$ cat src/rtl/mem_arbiter_if.sv
// Signal bundle between the two requesters, the shared memory slave and the arbiter status.
// The slave modport is the arbiter's view; the master modport is the surrounding system's view.
interface mem_arbiter_if #(
    parameter int unsigned ADDR_WIDTH = 15
);
    logic                  m0_valid;
    logic [31:0]           m0_addr;
    logic [31:0]           m0_wdata;
    logic [3:0]            m0_wstrb;
    logic [31:0]           m0_rdata;
    logic                  m0_ready;

    logic                  m1_valid;
    logic [31:0]           m1_addr;
    logic [31:0]           m1_wdata;
    logic [3:0]            m1_wstrb;
    logic [31:0]           m1_rdata;
    logic                  m1_ready;

    logic                  s_cs;
    logic [3:0]            s_we;
    logic [ADDR_WIDTH-1:0] s_address;
    logic [31:0]           s_write_data;
    logic [31:0]           s_read_data;
    logic                  s_ready;

    logic                  owner;
    logic                  busy;
    logic                  timeout_err;
    logic                  err_clear;

    modport slave (
        input  m0_valid, m0_addr, m0_wdata, m0_wstrb,
        output m0_rdata, m0_ready,
        input  m1_valid, m1_addr, m1_wdata, m1_wstrb,
        output m1_rdata, m1_ready,
        output s_cs, s_we, s_address, s_write_data,
        input  s_read_data, s_ready,
        output owner, busy, timeout_err,
        input  err_clear
    );

    modport master (
        output m0_valid, m0_addr, m0_wdata, m0_wstrb,
        input  m0_rdata, m0_ready,
        output m1_valid, m1_addr, m1_wdata, m1_wstrb,
        input  m1_rdata, m1_ready,
        input  s_cs, s_we, s_address, s_write_data,
        output s_read_data, s_ready,
        input  owner, busy, timeout_err,
        output err_clear
    );
endinterface

$ cat src/rtl/mem_arbiter.sv
// Round-robin arbiter giving two valid/ready masters access to one single-ported memory slave,
// with a watchdog that aborts an access when the slave does not answer within TIMEOUT cycles.
module mem_arbiter #(
    parameter int unsigned ADDR_WIDTH = 15,
    parameter int unsigned TIMEOUT    = 255
) (
    input  logic         clk,
    input  logic         reset_n,
    mem_arbiter_if.slave bus
);
    localparam int unsigned   CNT_W    = 8;
    localparam logic [CNT_W-1:0] CNT_LAST = CNT_W'(TIMEOUT - 1);

    typedef struct packed {
        logic [ADDR_WIDTH-1:0] addr;
        logic [31:0]           wdata;
        logic [3:0]            wstrb;
    } req_t;

    typedef enum logic [1:0] {
        IDLE   = 2'd0,
        ACCESS = 2'd1,
        RESP   = 2'd2
    } state_e;

    state_e           state_q, state_d;
    req_t             req_q, req_d;
    logic             owner_q, owner_d;
    logic             last_q, last_d;
    logic [CNT_W-1:0] cnt_q, cnt_d;
    logic [31:0]      rdata_q, rdata_d;
    logic             err_q, err_d;

    req_t m0_req_c, m1_req_c;
    logic grant_c;
    logic in_access_c, in_resp_c;
    logic m0_sel_c, m1_sel_c;

    assign m0_req_c = '{addr: bus.m0_addr[ADDR_WIDTH+1:2], wdata: bus.m0_wdata, wstrb: bus.m0_wstrb};
    assign m1_req_c = '{addr: bus.m1_addr[ADDR_WIDTH+1:2], wdata: bus.m1_wdata, wstrb: bus.m1_wstrb};

    // On a tie the master not served last wins; otherwise whoever is requesting.
    assign grant_c = (bus.m0_valid & bus.m1_valid) ? ~last_q : bus.m1_valid;

    // Byte-offset and above-window address bits never reach the word-addressed slave.
    logic unused_addr_bits;
    assign unused_addr_bits = ^{bus.m0_addr[31:ADDR_WIDTH+2], bus.m0_addr[1:0],
                                bus.m1_addr[31:ADDR_WIDTH+2], bus.m1_addr[1:0]};

    always_ff @(posedge clk or negedge reset_n) begin
        if (!reset_n) begin
            state_q <= IDLE;
            req_q   <= '0;
            owner_q <= 1'b0;
            last_q  <= 1'b1;
            cnt_q   <= '0;
            rdata_q <= '0;
            err_q   <= 1'b0;
        end else begin
            state_q <= state_d;
            req_q   <= req_d;
            owner_q <= owner_d;
            last_q  <= last_d;
            cnt_q   <= cnt_d;
            rdata_q <= rdata_d;
            err_q   <= err_d;
        end
    end

    always_comb begin
        state_d = state_q;
        req_d   = req_q;
        owner_d = owner_q;
        last_d  = last_q;
        cnt_d   = cnt_q;
        rdata_d = rdata_q;
        err_d   = bus.err_clear ? 1'b0 : err_q;

        unique case (state_q)
            IDLE: begin
                if (bus.m0_valid || bus.m1_valid) begin
                    owner_d = grant_c;
                    req_d   = grant_c ? m1_req_c : m0_req_c;
                    cnt_d   = '0;
                    state_d = ACCESS;
                end
            end
            ACCESS: begin
                if (bus.s_ready) begin
                    rdata_d = bus.s_read_data;
                    state_d = RESP;
                end else if (cnt_q == CNT_LAST) begin
                    // Watchdog abort: a timeout beats a simultaneous clear.
                    rdata_d = 32'h0;
                    err_d   = 1'b1;
                    state_d = RESP;
                end else begin
                    cnt_d = CNT_W'(cnt_q + CNT_W'(1));
                end
            end
            RESP: begin
                last_d  = owner_q;
                state_d = IDLE;
            end
            default: state_d = IDLE;
        endcase
    end

    assign in_access_c = (state_q == ACCESS);
    assign in_resp_c   = (state_q == RESP);
    assign m0_sel_c    = in_resp_c & ~owner_q;
    assign m1_sel_c    = in_resp_c &  owner_q;

    assign bus.s_cs         = in_access_c;
    assign bus.s_we         = in_access_c ? req_q.wstrb : 4'h0;
    assign bus.s_address    = in_access_c ? req_q.addr  : '0;
    assign bus.s_write_data = in_access_c ? req_q.wdata : 32'h0;

    assign bus.m0_ready = m0_sel_c;
    assign bus.m0_rdata = m0_sel_c ? rdata_q : 32'h0;
    assign bus.m1_ready = m1_sel_c;
    assign bus.m1_rdata = m1_sel_c ? rdata_q : 32'h0;

    assign bus.owner       = owner_q;
    assign bus.busy        = in_access_c | in_resp_c;
    assign bus.timeout_err = err_q;
endmodule

$ cat src/flat_wrapper.sv
// flat-port wrapper written by rule: the top's interface ports become plain ports
module mem_arbiter_flat 
#(
    parameter int unsigned ADDR_WIDTH = 15,
    parameter int unsigned TIMEOUT    = 255
)
  (clk, reset_n, bus_m0_valid, bus_m0_addr, bus_m0_wdata, bus_m0_wstrb, bus_m0_rdata, bus_m0_ready, bus_m1_valid, bus_m1_addr, bus_m1_wdata, bus_m1_wstrb, bus_m1_rdata, bus_m1_ready, bus_s_cs, bus_s_we, bus_s_address, bus_s_write_data, bus_s_read_data, bus_s_ready, bus_owner, bus_busy, bus_timeout_err, bus_err_clear);
  mem_arbiter_if #(.ADDR_WIDTH(ADDR_WIDTH)) bus_i ();
  input  logic clk;
  input  logic reset_n;
  input wire logic [$bits(bus_i.m0_valid)-1:0] bus_m0_valid;
  input wire logic [$bits(bus_i.m0_addr)-1:0] bus_m0_addr;
  input wire logic [$bits(bus_i.m0_wdata)-1:0] bus_m0_wdata;
  input wire logic [$bits(bus_i.m0_wstrb)-1:0] bus_m0_wstrb;
  output wire logic [$bits(bus_i.m0_rdata)-1:0] bus_m0_rdata;
  output wire logic [$bits(bus_i.m0_ready)-1:0] bus_m0_ready;
  input wire logic [$bits(bus_i.m1_valid)-1:0] bus_m1_valid;
  input wire logic [$bits(bus_i.m1_addr)-1:0] bus_m1_addr;
  input wire logic [$bits(bus_i.m1_wdata)-1:0] bus_m1_wdata;
  input wire logic [$bits(bus_i.m1_wstrb)-1:0] bus_m1_wstrb;
  output wire logic [$bits(bus_i.m1_rdata)-1:0] bus_m1_rdata;
  output wire logic [$bits(bus_i.m1_ready)-1:0] bus_m1_ready;
  output wire logic [$bits(bus_i.s_cs)-1:0] bus_s_cs;
  output wire logic [$bits(bus_i.s_we)-1:0] bus_s_we;
  output wire logic [$bits(bus_i.s_address)-1:0] bus_s_address;
  output wire logic [$bits(bus_i.s_write_data)-1:0] bus_s_write_data;
  input wire logic [$bits(bus_i.s_read_data)-1:0] bus_s_read_data;
  input wire logic [$bits(bus_i.s_ready)-1:0] bus_s_ready;
  output wire logic [$bits(bus_i.owner)-1:0] bus_owner;
  output wire logic [$bits(bus_i.busy)-1:0] bus_busy;
  output wire logic [$bits(bus_i.timeout_err)-1:0] bus_timeout_err;
  input wire logic [$bits(bus_i.err_clear)-1:0] bus_err_clear;
  assign bus_i.m0_valid = bus_m0_valid;
  assign bus_i.m0_addr = bus_m0_addr;
  assign bus_i.m0_wdata = bus_m0_wdata;
  assign bus_i.m0_wstrb = bus_m0_wstrb;
  assign bus_m0_rdata = bus_i.m0_rdata;
  assign bus_m0_ready = bus_i.m0_ready;
  assign bus_i.m1_valid = bus_m1_valid;
  assign bus_i.m1_addr = bus_m1_addr;
  assign bus_i.m1_wdata = bus_m1_wdata;
  assign bus_i.m1_wstrb = bus_m1_wstrb;
  assign bus_m1_rdata = bus_i.m1_rdata;
  assign bus_m1_ready = bus_i.m1_ready;
  assign bus_s_cs = bus_i.s_cs;
  assign bus_s_we = bus_i.s_we;
  assign bus_s_address = bus_i.s_address;
  assign bus_s_write_data = bus_i.s_write_data;
  assign bus_i.s_read_data = bus_s_read_data;
  assign bus_i.s_ready = bus_s_ready;
  assign bus_owner = bus_i.owner;
  assign bus_busy = bus_i.busy;
  assign bus_timeout_err = bus_i.timeout_err;
  assign bus_i.err_clear = bus_err_clear;
  mem_arbiter #(.ADDR_WIDTH(ADDR_WIDTH), .TIMEOUT(TIMEOUT)) u_core (.clk(clk), .reset_n(reset_n), .bus(bus_i));
endmodule
$ cat config.mk
export PLATFORM = sky130hd
export DESIGN_NAME = mem_arbiter_flat
export DESIGN_NICKNAME = d
export VERILOG_FILES = /design/src/rtl/mem_arbiter_if.sv /design/src/rtl/mem_arbiter.sv /design/src/flat_wrapper.sv
export SDC_FILE = /design/constraint.sdc
export NUM_CORES = 1
export LEC_CHECK = 0
export CAP_MARGIN = 10
export CORE_AREA = 2 2 113 115
export CTS_BUF_LIST = sky130_fd_sc_hd__clkbuf_4 sky130_fd_sc_hd__clkbuf_8
export DETAILED_ROUTE_END_ITERATION = 10
export DIE_AREA = 0 0 115 117
export HOLD_SLACK_MARGIN = 0.12
export PLACE_DENSITY = 0.93
export RECOVER_POWER = 100
export SLEW_MARGIN = 20
export SYNTH_ARGS = -nofsm -noshare
export SYNTH_HDL_FRONTEND = slang
export SYNTH_SLANG_ARGS = --single-unit
$ cat constraint.sdc
create_clock -name clk -period 2.5 [get_ports clk]
set_input_delay 0.375 -clock clk [delete_from_list [all_inputs] [get_ports clk]]
set_output_delay 0.375 -clock clk [all_outputs]
set_load 0.01 [all_outputs]
# Yosys cells after proc, flatten, opt, wreduce, memory -nomap -nowiden
# Index checks and enable logic that the tools add are counted.
# word_totals
register_bits	96
in_bits	174
out_inout_bits	121
elab_cells	52
# classes
add_sub_neg	1
eq_ne	7
mux	21
bitwise	6
n_reduce_logical	8
# ops
operator	count
$mux 32	5
$mux 51	1
$mux 8	3
$pmux 8 s2	1
$mux 15	1
$add 8x1->8 const B	1
$eq 8x8->1 const B	1
$mux 2	3
$reduce_and 2->1	3
$mux 1	5
$mux 4	1
$ne 2x2->1 const B	2
$pmux 2 s2	1
$reduce_and 4->1	1
$reduce_bool 2->1	2
$and 1x1->1	3
$ne 3x3->1 const B	1
$eq 2x1->1 const B	1
$eq 2x2->1 const B	1
$logic_not 2->1	1
$ne 2x1->1 const B	1
$not 1->1	2
$logic_or 1x1->1	1
$or 1x1->1	1

# Longest topological paths before layout
# Gate-level depths: netlist (run 1).
# depth
depth_word	4
ltp_mapped	7
depth_no_buf	6

# Worst setup path before layout (run 1)
# No wires, ideal clock.
# synth_path
path_type	reg2out
startpoint	register u_core.state_q[0]
endpoint	output port bus_m0_rdata[22]
arrival_ns	1.463
t_required_ns	2.125
slack_ns	0.662
stages_incl_launch_ff	6
path_buffers	1
path_cell_list	dfrtp_1 -> inv_1 -> ha_1 -> nor2b_1 -> clkbuf_1 -> and2_1
# synth_between
elab_chain_len	3
# synth_lines
item	line_no	source
from (decl)	mem_arbiter.sv:26	state_e state_q, state_d;
from (signal assigned)	mem_arbiter.sv:60	state_q <= state_d;
$eq 2x2->1	mem_arbiter.sv:110	assign in_resp_c = (state_q == RESP);
$and 1x1->1	mem_arbiter.sv:111	assign m0_sel_c = in_resp_c & ~owner_q;
via bus_m0_ready	flat_wrapper.sv:16	output wire logic [$bits(bus_i.m0_ready)-1:0] bus_m0_ready;
$mux 32	mem_arbiter.sv:120	assign bus.m0_rdata = m0_sel_c ? rdata_q : 32'h0;
to (decl)	flat_wrapper.sv:15	output wire logic [$bits(bus_i.m0_rdata)-1:0] bus_m0_rdata;
# The timed path passes the listed nets, and every way through them passes these cells.

# Worst setup path in the final report (run 1)
# layout_path
startpoint	register u_core.state_q[0]
endpoint	output port bus_m1_rdata[12]
# layout_between
elab_chain_len	3
# layout_lines
item	line_no	source
$eq 2x2->1	mem_arbiter.sv:110	
$and 1x1->1	mem_arbiter.sv:112	assign m1_sel_c = in_resp_c & owner_q;
$mux 32	mem_arbiter.sv:122	assign bus.m1_rdata = m1_sel_c ? rdata_q : 32'h0;
to (decl)	flat_wrapper.sv:21	output wire logic [$bits(bus_i.m1_rdata)-1:0] bus_m1_rdata;
# No other way between the ends.

==> impl_metrics.json, run 1 <==
{
  "critPathKind": "register to primary output",
  "place.port_buffers": 260,
  "drt_first_pass_iters": 4,
  "multiInputGateArea_mm2": 0.00243,
  "slowest_stage_delay_cp_ns": 0.55,
  "drive_gt1_share_pct": 6.25,
  "vdd.ir_drop.worst_mv": 0.448,
  "tritoncts_num_sinks": 96,
  "cts-buffers-inserted": 9,
  "static-leakage-power_nw": 4.15,
  "die_x_um": 115,
  "synth_area_mm2": 0.00502,
  "gr-total-overflow": 0,
  "tns_ns": 0,
  "drtIter0Drc": 244,
  "finalWirelength_um": 14900,
  "tightest_slew_ns": 1.00,
  "cts_tree": "done",
  "powerDensity_mw_per_mm2": 933,
  "max_cap_viols": 0,
  "skew_ns": 0.0145,
  "grt_max_degree": 56,
  "routedWlPerCell_um": 16.5,
  "start_kind": "register",
  "crit_path_cell_trace": "inv_2, ha_2, buf_6, and3_1, clkdlybuf4s50_1",
  "gr-usage-all-layers_pct": 20.5,
  "die_ar_mm2": 0.0135,
  "clockBufferDepth": 2,
  "antenna_left": 0,
  "n_fill_cell": 928,
  "timing.critical_path.to_type": "primary output",
  "preCtsSetupSlack_ns": 0.214,
  "post-synth-top-area-fraction_pct": 47.3,
  "coreArea_mm2": 0.0123,
  "finalHoldViolCount": 0,
  "crit_slowest_cell": "sky130_fd_sc_hd__clkdlybuf4s50_1",
  "cts-root-buf": "sky130_fd_sc_hd__clkbuf_8",
  "diodes": 0,
  "drc": 0,
  "arrival_ns": 2.02,
  "synth_area_per_cell_um2": 10.1,
  "outcome": "completed",
  "gp_congestion": 0.807,
  "synth_area_leaders": "sky130_fd_sc_hd__dfrtp_1 (47%), sky130_fd_sc_hd__and2_1 (11%), sky130_fd_sc_hd__mux2i_1 (10%)",
  "endpoints_failing_setup": 0,
  "commonest_cells_after_routing_fill_and_taps_aside": "sky130_fd_sc_hd__clkdlybuf4s50_1 (223), sky130_fd_sc_hd__dfrtp_1 (95), sky130_fd_sc_hd__and2_1 (84)",
  "routed_via_density": 5.13,
  "final_net_count": 927,
  "worst-path-max-fanout": 34,
  "i_o_pins": 295,
  "synth_area_leader_cell": "sky130_fd_sc_hd__dfrtp_1",
  "seq_area_mm2": 0.00240,
  "layout_commonest_cell": "sky130_fd_sc_hd__clkdlybuf4s50_1",
  "crit_required_ns": 2.12,
  "chipHeight_um": 117,
  "placement_rows": 41,
  "clock_insertion_delay_worst_skew_ns": 0.35,
  "hpwl_um": 11000,
  "hold_path_class": "register to register",
  "yosysSeqAreaShare_pct": 47.9,
  "finalWorstSetupSlack_ns": 0.104,
  "global_route_wire_length_before_repair_um": 21900,
  "yosys_warnings": 0,
  "first_global_vias": 4411,
  "unrepaired_setup_endpoints_after_global_routing": "no",
  "initial_core_util_pct": 40.8,
  "timing.final.max_slew_violations": 0,
  "synth_cell_types": 39,
  "syn_nets": 677,
  "layout_min_cycle_time_ns": 2.40,
  "clock_pin_transition_on_the_worst_setup_and_hold_timing_paths_ns": 0.09,
  "synthesized_netlist_cell_count": 497,
  "layout-area-overhead-vs-synth_pct": 61.0,
  "finalCritPeriodShare_pct": 95.8,
  "synth-seq-cells": 96,
  "total_number_of_h_tree_levels": 3,
  "achievable-frequency_mhz": 417,
  "slew-limit-headroom_pct": 33.0,
  "grt_antenna_before_repair": 0,
  "vias": 4623
}
[layer usage]
metal | wire (um) | track usage, %
met1 | 5680 | 24.5
met2 | 7700 | 36.8
met3 | 1270 | 5.05
met4 | 236 | 6.18
met5 | 5 | 0
[flip-flops by register name, summed over array words and instances (netlist names)]
signal                  count
u_core.rdata_q             32
u_core.req_q               51
u_core.bus.owner            1
u_core.state_q              2
u_core.bus.timeout_err      1
u_core.cnt_q                8
u_core.last_q               1
[synthesized netlist by cell type]
cell type and number:
sky130_fd_sc_hd__dfrtp_1 95, sky130_fd_sc_hd__and2_1 85, sky130_fd_sc_hd__nand2_1 53, sky130_fd_sc_hd__mux2i_1 52, sky130_fd_sc_hd__o21ai_0 44, sky130_fd_sc_hd__and3_1 37
sky130_fd_sc_hd__a22o_1 33, sky130_fd_sc_hd__clkbuf_1 27, sky130_fd_sc_hd__o21ai_1 10, sky130_fd_sc_hd__buf_2 7, sky130_fd_sc_hd__ha_1 6, sky130_fd_sc_hd__buf_4 5
sky130_fd_sc_hd__inv_1 5, sky130_fd_sc_hd__a21oi_1 4, sky130_fd_sc_hd__nand3_1 4, sky130_fd_sc_hd__a211o_1 3, sky130_fd_sc_hd__nor3_1 3, sky130_fd_sc_hd__mux2_2 2
sky130_fd_sc_hd__nand2b_1 2, sky130_fd_sc_hd__a211o_4 1, sky130_fd_sc_hd__a211oi_4 1, sky130_fd_sc_hd__a21boi_1 1, sky130_fd_sc_hd__a21o_1 1, sky130_fd_sc_hd__and3_4 1
sky130_fd_sc_hd__and4_4 1, sky130_fd_sc_hd__dfstp_2 1, sky130_fd_sc_hd__nand2b_4 1, sky130_fd_sc_hd__nor2_2 1, sky130_fd_sc_hd__nor2b_1 1, sky130_fd_sc_hd__nor3b_1 1
sky130_fd_sc_hd__nor3b_4 1, sky130_fd_sc_hd__o211ai_2 1, sky130_fd_sc_hd__o21a_1 1, sky130_fd_sc_hd__o21ba_2 1, sky130_fd_sc_hd__o22ai_1 1, sky130_fd_sc_hd__o2bb2ai_1 1
sky130_fd_sc_hd__or2_2 1, sky130_fd_sc_hd__or2b_1 1, sky130_fd_sc_hd__or3_1 1
[critical path, delay by kind of cell (launching register included)]
family                   cells  cell delay (ns)
AND/OR/NAND/NOR              1             0.20
buffers and inverters        3             0.87
adder cells (fa/ha/maj)      1             0.20
flip-flops                   1             0.41
[cell families (layout without fill, tap and decap cells)]
family	after synthesis	in the layout	synth area share (%)
adder cells (fa/ha/maj)	6	6	1.49
flip-flops	96	96	47.9
multiplexers	54	54	10.8
buffers and inverters	44	299	3.84
AND/OR/NAND/NOR	194	194	22.0
AO/OA/AOI/OAI	103	103	14.0
[worst paths after layout]
check | start | end | slack, ns | depth (start not counted)
worst max-delay path | u_core.state_q[0] | bus_m1_rdata[12] | 0.10 | 5
worst max register to register | u_core.state_q[1] | u_core.cnt_q[6] | 0.18 | 7
worst min register to register | u_core.req_q[42] | u_core.req_q[42] | 0.48 | 2
max in group asynchronous | reset_n | u_core.req_q[5] | 0.40 | 3
min in group asynchronous | reset_n | u_core.rdata_q[23] | 0.72 | 2
worst min-delay path | u_core.req_q[42] | u_core.req_q[42] | 0.48 | 2
[area by class of cell]
cell class,count,area share (%)
clock buffer,9,1.53
clock inverter,7,0.975
inverter,5,0.232
multi-input combinational,357,30.0
sequential,96,29.7
tap,150,2.32
timing repair buffer,278,35.2
[through the flow]
step           hold WS [ns]  std cells  power [mW]  utilization [%]  area (um^2)
2_1_floorplan        0.0794        497        4.67                -         5020
3_3_place_gp          0.387        879        6.34             63.3         7790
3_5_place_dp          0.389        879        6.53             63.3         7790
4_1_cts               0.485        896        7.58             65.0         8010
5_1_grt               0.505        902        8.09             65.7         8090
6_report              0.481        902        7.54             65.7         8090
[power by group]
part	leakage [nW]	switching, mW	internal, mW
Combinational	2.86	1.84	1.98
Clock	0.0925	0.547	0.471
Sequential	1.20	0.451	2.26
[timing repair]
item	CTS	global route
buffers inserted	0	4
resized for setup	2	43
hold buffers	1	0
setup endpoints to repair	34	115
hold endpoints to repair	41	0
gates cloned	0	2
(Power assumes the default switching activity.)
==> run 2: changes to the inputs <==
--- a/config.mk
+++ b/config.mk
@@ -10,6 +10,7 @@
 export CTS_BUF_LIST = sky130_fd_sc_hd__clkbuf_4 sky130_fd_sc_hd__clkbuf_8
 export DETAILED_ROUTE_END_ITERATION = 10
 export DIE_AREA = 0 0 115 117
+export GPL_TIMING_DRIVEN = 0
 export HOLD_SLACK_MARGIN = 0.12
 export PLACE_DENSITY = 0.93
 export RECOVER_POWER = 100
==> run 2 against run 1 <==
Against the previous run:
- core utilization is 0.32 points higher
- largest cell class unchanged
- die area stayed put
- sequential share of layout area is 0.13 points lower
==> impl_metrics.json, run 2 (same netlist as run 1, synthesis figures left out) <==
{
  "outcome": "completed",
  "endpoints_failing_setup": 0,
  "finalCritPeriodShare_pct": 96.1,
  "finalWorstSetupSlack_ns": 0.0984,
  "drt_first_pass_iters": 4,
  "clock_insertion_delay_worst_skew_ns": 0.35,
  "worst_hold_path_cells": 2,
  "n_fill_cell": 1003,
  "largest_reg_flops": 51,
  "clock_pin_transition_on_the_worst_setup_and_hold_timing_paths_ns": 0.08,
  "finalWirelength_um": 15900,
  "worstReg2RegEnd": "u_core.req_q[29]",
  "layout-area-overhead-vs-synth_pct": 61.8,
  "routed_via_density": 5.11,
  "cts_tree": "done",
  "static-leakage-power_nw": 4.01,
  "place.port_buffers": 260,
  "arrival_ns": 2.03,
  "layout_min_cycle_time_ns": 2.40,
  "grt_max_degree": 56,
  "antenna_left": 0,
  "coreArea_mm2": 0.0123,
  "gp_congestion": 0.814,
  "slowest_stage_delay_cp_ns": 0.54,
  "finalHoldViolCount": 0,
  "commonest_cells_after_routing_fill_and_taps_aside": "sky130_fd_sc_hd__clkdlybuf4s50_1 (163), sky130_fd_sc_hd__dfrtp_1 (94), sky130_fd_sc_hd__and2_1 (63), sky130_fd_sc_hd__dlygate4sd2_1 (63), sky130_fd_sc_hd__o21ai_0 (54)",
  "layout_commonest_cell": "sky130_fd_sc_hd__clkdlybuf4s50_1",
  "reg2reg_slack_ns": 0.31,
  "tritoncts_num_sinks": 96,
  "hold_start": "u_core.req_q[1]",
  "total_number_of_h_tree_levels": 3,
  "reg_top3": "u_core.req_q: 51 flops, u_core.rdata_q: 32 flops, u_core.cnt_q: 8 flops",
  "placed_cell_count": 908,
  "finish.cell_count_without_fillers": 934,
  "tightest_slew_ns": 1.14,
  "timing.final.max_slew_violations": 0,
  "gr-total-overflow": 0,
  "cts-buffers-inserted": 9,
  "i_o_pins": 295,
  "max_cap_viols": 0,
  "drive_gt1_share_pct": 7.40,
  "achievable-frequency_mhz": 416,
  "crit_path_cell_trace": "inv_2, ha_4, clkbuf_16, clkbuf_8, and2_1, clkdlybuf4s50_1",
  "cts-root-buf": "sky130_fd_sc_hd__clkbuf_8",
  "drtIter0Drc": 192,
  "die_ar_mm2": 0.0135,
  "unrepaired_setup_endpoints_after_global_routing": "no",
  "ff2ff_path_depth": 8,
  "largest-register": "u_core.req_q",
  "grt_antenna_before_repair": 0,
  "routedWlPerCell_um": 17.1,
  "first_global_vias": 4779,
  "die_x_um": 115,
  "timing.critical_path.to_type": "primary output",
  "hpwl_um": 12100,
  "worst-path-max-fanout": 10,
  "start_kind": "register",
  "timing.hold.worst_endpoint": "u_core.req_q[1]",
  "slew-limit-headroom_pct": 23.9,
  "chipHeight_um": 117,
  "preCtsSetupSlack_ns": -0.341,
  "initial_core_util_pct": 40.8,
  "rr_startpoint": "u_core.state_q[0]",
  "crit_slowest_cell": "sky130_fd_sc_hd__clkdlybuf4s50_1",
  "drc": 0,
  "vias": 4774,
  "global_route_wire_length_before_repair_um": 24300,
  "clockBufferDepth": 2,
  "hold_path_class": "register to register",
  "critPathKind": "register to primary output",
  "crit_required_ns": 2.12,
  "skew_ns": 0.00649,
  "final_net_count": 962,
  "placement_rows": 41,
  "powerDensity_mw_per_mm2": 919,
  "vdd.ir_drop.worst_mv": 0.396,
  "gr-usage-all-layers_pct": 23.3,
  "diodes": 0
}
-- run 2: cell types whose count changed in the layout (fill, tap and decap cells not counted), sizes merged --
cell and change:
dlygate4sd2 +62, clkdlybuf4s50 -60, clkbuf +32, dlymetal6s2s -29
dlygate4sd3 +16, clkdlybuf4s25 +12, buf +5, clkinvlp -3
inv -2, bufinv -1
-- run 2: layout make-up --
class	instances	area, um^2	area share [%]
buffer	38	231	2.85
clock buffer	12	159	1.96
clock inverter	1	5.00	0.0616
inverter	5	18.8	0.231
multi-input combinational	357	2440	30.0
sequential	96	2400	29.6
tap	150	188	2.31
timing repair buffer	275	2680	33.0
-- run 2: per-stage QoR --
step	total power, mW	util (%)	cell area (um^2)	hold slack (ns)	setup TNS [ns]
6_report	7.47	66.0	8120	0.476	0
3_3_place_gp	6.45	63.5	7810	0.453	-252.87
4_1_cts	7.61	66.4	8170	0.481	-0.00343
2_1_floorplan	4.67	-	5020	0.0794	0
3_5_place_dp	6.60	63.7	7840	0.316	-16.02
5_1_grt	8.03	66.0	8120	0.503	0
-- run 2: how the worst max path moves through the flow --
stage | slack (ns) | endpoint | start
final | 0.1 | bus_s_write_data[10] | u_core.state_q[1]
after detailed placement | -0.34 | bus_m0_rdata[17] | u_core.state_q[0]
after floorplan | 0.66 | bus_m0_rdata[22] | u_core.state_q[0]
after global routing | 0.003 | bus_m0_rdata[6] | u_core.state_q[0]
after global placement | -2.53 | u_core.req_q[6] | reset_n
after CTS | -0.003 | bus_s_write_data[14] | u_core.state_q[1]
-- run 2: report_power, final --
group	leakage (nW)	total, mW	switching [mW]	internal, mW
clock	0.0876	0.909	0.499	0.411
combinational	2.73	3.84	1.93	1.91
sequential	1.20	2.72	0.451	2.27
total	4.01	7.47	2.88	4.59
-- run 2: critical path, delay by kind of cell, from the launching register on --
kind	cells	cell delay (ns)
fa+ha+maj	1	0.17
buf+inv	4	0.97
flops	1	0.43
simple gates	1	0.12
-- run 2: metal layers --
metal	up-vias	routed length (um)	GRT usage (%)	share of wire (%)
met4	0	332	6.91	2.1
met1	2275	6130	26.0	38
met5	-	0	0	0
li1	2276	-	-	-
met2	198	8260	43.1	52
met3	25	1210	6.54	7.6
-- run 2: repair_timing --
item                                    CTS  global route
setup buffers                            10             1
hold buffers                              1             0
endpoints found under the setup margin  114            46
gates resized for setup                  99            18
cloned                                    2             0
endpoints found under the hold margin    41             0
==> run 3: changes to the inputs <==
--- a/config.mk
+++ b/config.mk
@@ -14,6 +14,7 @@
 export HOLD_SLACK_MARGIN = 0.12
 export PLACE_DENSITY = 0.93
 export RECOVER_POWER = 100
+export SETUP_SLACK_MARGIN = 0.3
 export SLEW_MARGIN = 20
 export SYNTH_ARGS = -nofsm -noshare
 export SYNTH_HDL_FRONTEND = slang
==> run 3 against run 2 <==
Against the previous run:
- core utilization fell by 2.3 points
- sequential cell count did not move
- non-clock buffer count rose by 3
- critical path depth fell by 1
- clock power barely moved
- design area fell by 3.5%
- critical path type unchanged
==> impl_metrics.json, run 3 (same netlist as run 1, synthesis figures left out) <==
{
  "antenna_left": 0,
  "finalCritPeriodShare_pct": 92.8,
  "cp_top_family": "buffers and inverters",
  "powerDensity_mw_per_mm2": 943,
  "chipHeight_um": 117,
  "worst-path-max-fanout": 10,
  "area_of_placed_instances_mm2": 0.00784,
  "drt_first_pass_iters": 4,
  "die_ar_mm2": 0.0135,
  "hold_path_class": "register to register",
  "hpwl_um": 12100,
  "tightest_slew_ns": 1.13,
  "buffering_stage_count_on_the_worst_path_with_inverters_included": 3,
  "finish.cell_count_without_fillers": 937,
  "cts_tree": "done",
  "routedWlPerCell_um": 17.1,
  "drive_gt1_share_pct": 19.2,
  "timing.final.max_slew_violations": 0,
  "crit_path_cell_trace": "clkbuf_1, ha_4, buf_4, and3_1, clkdlybuf4s50_1",
  "i_o_pins": 295,
  "total_number_of_h_tree_levels": 3,
  "tns_ns": 0,
  "crit_slowest_cell": "sky130_fd_sc_hd__clkdlybuf4s50_1",
  "achievable-frequency_mhz": 431,
  "die_x_um": 115,
  "slew-limit-headroom_pct": 24.9,
  "first_global_vias": 4795,
  "place.port_buffers": 260,
  "start_kind": "register",
  "finalWirelength_um": 16000,
  "drtIter0Drc": 181,
  "layout_commonest_cell": "sky130_fd_sc_hd__clkdlybuf4s50_1",
  "seq_area_mm2": 0.00240,
  "gr-usage-all-layers_pct": 23.2,
  "reg_top3": "u_core.req_q: 51 flops, u_core.rdata_q: 32 flops, u_core.cnt_q: 8 flops",
  "initial_core_util_pct": 40.8,
  "crit_required_ns": 2.12,
  "gp_congestion": 0.814,
  "clock_pin_transition_on_the_worst_setup_and_hold_timing_paths_ns": 0.08,
  "final_design_area_no_fill_mm2": 0.00784,
  "drc": 0,
  "clock_insertion_delay_worst_skew_ns": 0.35,
  "n_fill_cell": 1045,
  "gr-total-overflow": 0,
  "routed_via_density": 5.10,
  "placement_rows": 41,
  "finalHoldViolCount": 0,
  "endpoints_failing_setup": 0,
  "max_cap_viols": 0,
  "layout-area-overhead-vs-synth_pct": 56.1,
  "largest_reg_flops": 51,
  "placed_cell_count": 908,
  "multiInputGateArea_mm2": 0.00244,
  "unrepaired_setup_endpoints_after_global_routing": "yes",
  "vias": 4781,
  "clockBufferDepth": 2,
  "timing.critical_path.to_type": "primary output",
  "cts-buffers-inserted": 9,
  "outcome": "completed",
  "global_route_wire_length_before_repair_um": 24200,
  "cts-root-buf": "sky130_fd_sc_hd__clkbuf_8",
  "vdd.ir_drop.worst_mv": 0.391,
  "commonest_cells_after_routing_fill_and_taps_aside": "sky130_fd_sc_hd__clkdlybuf4s50_1 (141), sky130_fd_sc_hd__dfrtp_1 (95), sky130_fd_sc_hd__and2_1 (85)",
  "largest-register": "u_core.req_q",
  "diodes": 0,
  "grt_max_degree": 56,
  "layout_min_cycle_time_ns": 2.32,
  "final_net_count": 965,
  "critPathKind": "register to primary output",
  "tritoncts_num_sinks": 96,
  "coreArea_mm2": 0.0123,
  "slowest_stage_delay_cp_ns": 0.53,
  "arrival_ns": 1.95,
  "grt_antenna_before_repair": 0,
  "skew_ns": 0.00720,
  "static-leakage-power_nw": 4.09
}
[run 3: worst reg2reg max path: cells and delay by family (launching register included)]
kind                     cells  cell delay (ns)
AO/OA/AOI/OAI                2             0.33
adder cells (fa/ha/maj)      1             0.27
buffers and inverters        4             0.99
flip-flops                   1             0.39
AND/OR/NAND/NOR              1             0.07
[run 3: repair_timing]
action                                 4_1_cts  5_1_grt
setup endpoints to repair                  117      141
gates resized for setup                    263      125
hold buffers                                 1        0
setup buffers                               10        2
endpoints found under the hold margin       41        0
gates cloned                                 3        0
pin swaps                                    0        1
[run 3: stage by stage]
stage	power (mW)	utilization (%)	hold slack [ns]	worst slack (ns)
after floorplan	4.67	-	0.0794	0.662
after global placement	6.45	63.5	0.453	-2.53
after detailed placement	6.60	63.7	0.316	-0.341
after CTS	7.53	65.1	0.481	0.0640
after global routing	7.97	63.7	0.503	0.0887
final	7.40	63.7	0.476	0.179
[run 3: layout make-up]
cell class	instances	area share, %
well taps	150	2.39
inverters	5	0.239
clock buffers	12	2.03
clock inverters	1	0.0638
multi-input cells	357	31.1
flip-flops and latches	96	30.7
repair buffers	277	29.9
plain buffers	39	3.64
[run 3: final timing paths]
kind / start / to / slack (ns) / cells past startpoint
max: u_core.state_q[1] / bus_m1_rdata[18] / 0.18 / 5
min: u_core.req_q[50] / u_core.req_q[50] / 0.48 / 2
max reg2reg: u_core.state_q[0] / u_core.req_q[43] / 0.35 / 8
min reg2reg: u_core.req_q[50] / u_core.req_q[50] / 0.48 / 2
max in group asynchronous: reset_n / u_core.last_q / 0.85 / 3
min in group asynchronous: reset_n / u_core.bus.timeout_err / 0.79 / 2
[run 3: where the power goes]
group / switching (mW) / leakage [nW] / internal (mW) / total [mW]
Clock: 0.498 / 0.0876 / 0.411 / 0.909
Sequential: 0.444 / 1.20 / 2.26 / 2.71
Combinational: 1.96 / 2.81 / 1.82 / 3.78
[run 3: routing by layer]
metal	track usage, %	vias up	part of all wire (%)
met2	42.9	203	53
met1	25.7	2269	38
li1	-	2288	-
met5	0	-	0
met3	6.59	21	7.7
met4	7.55	0	1.8
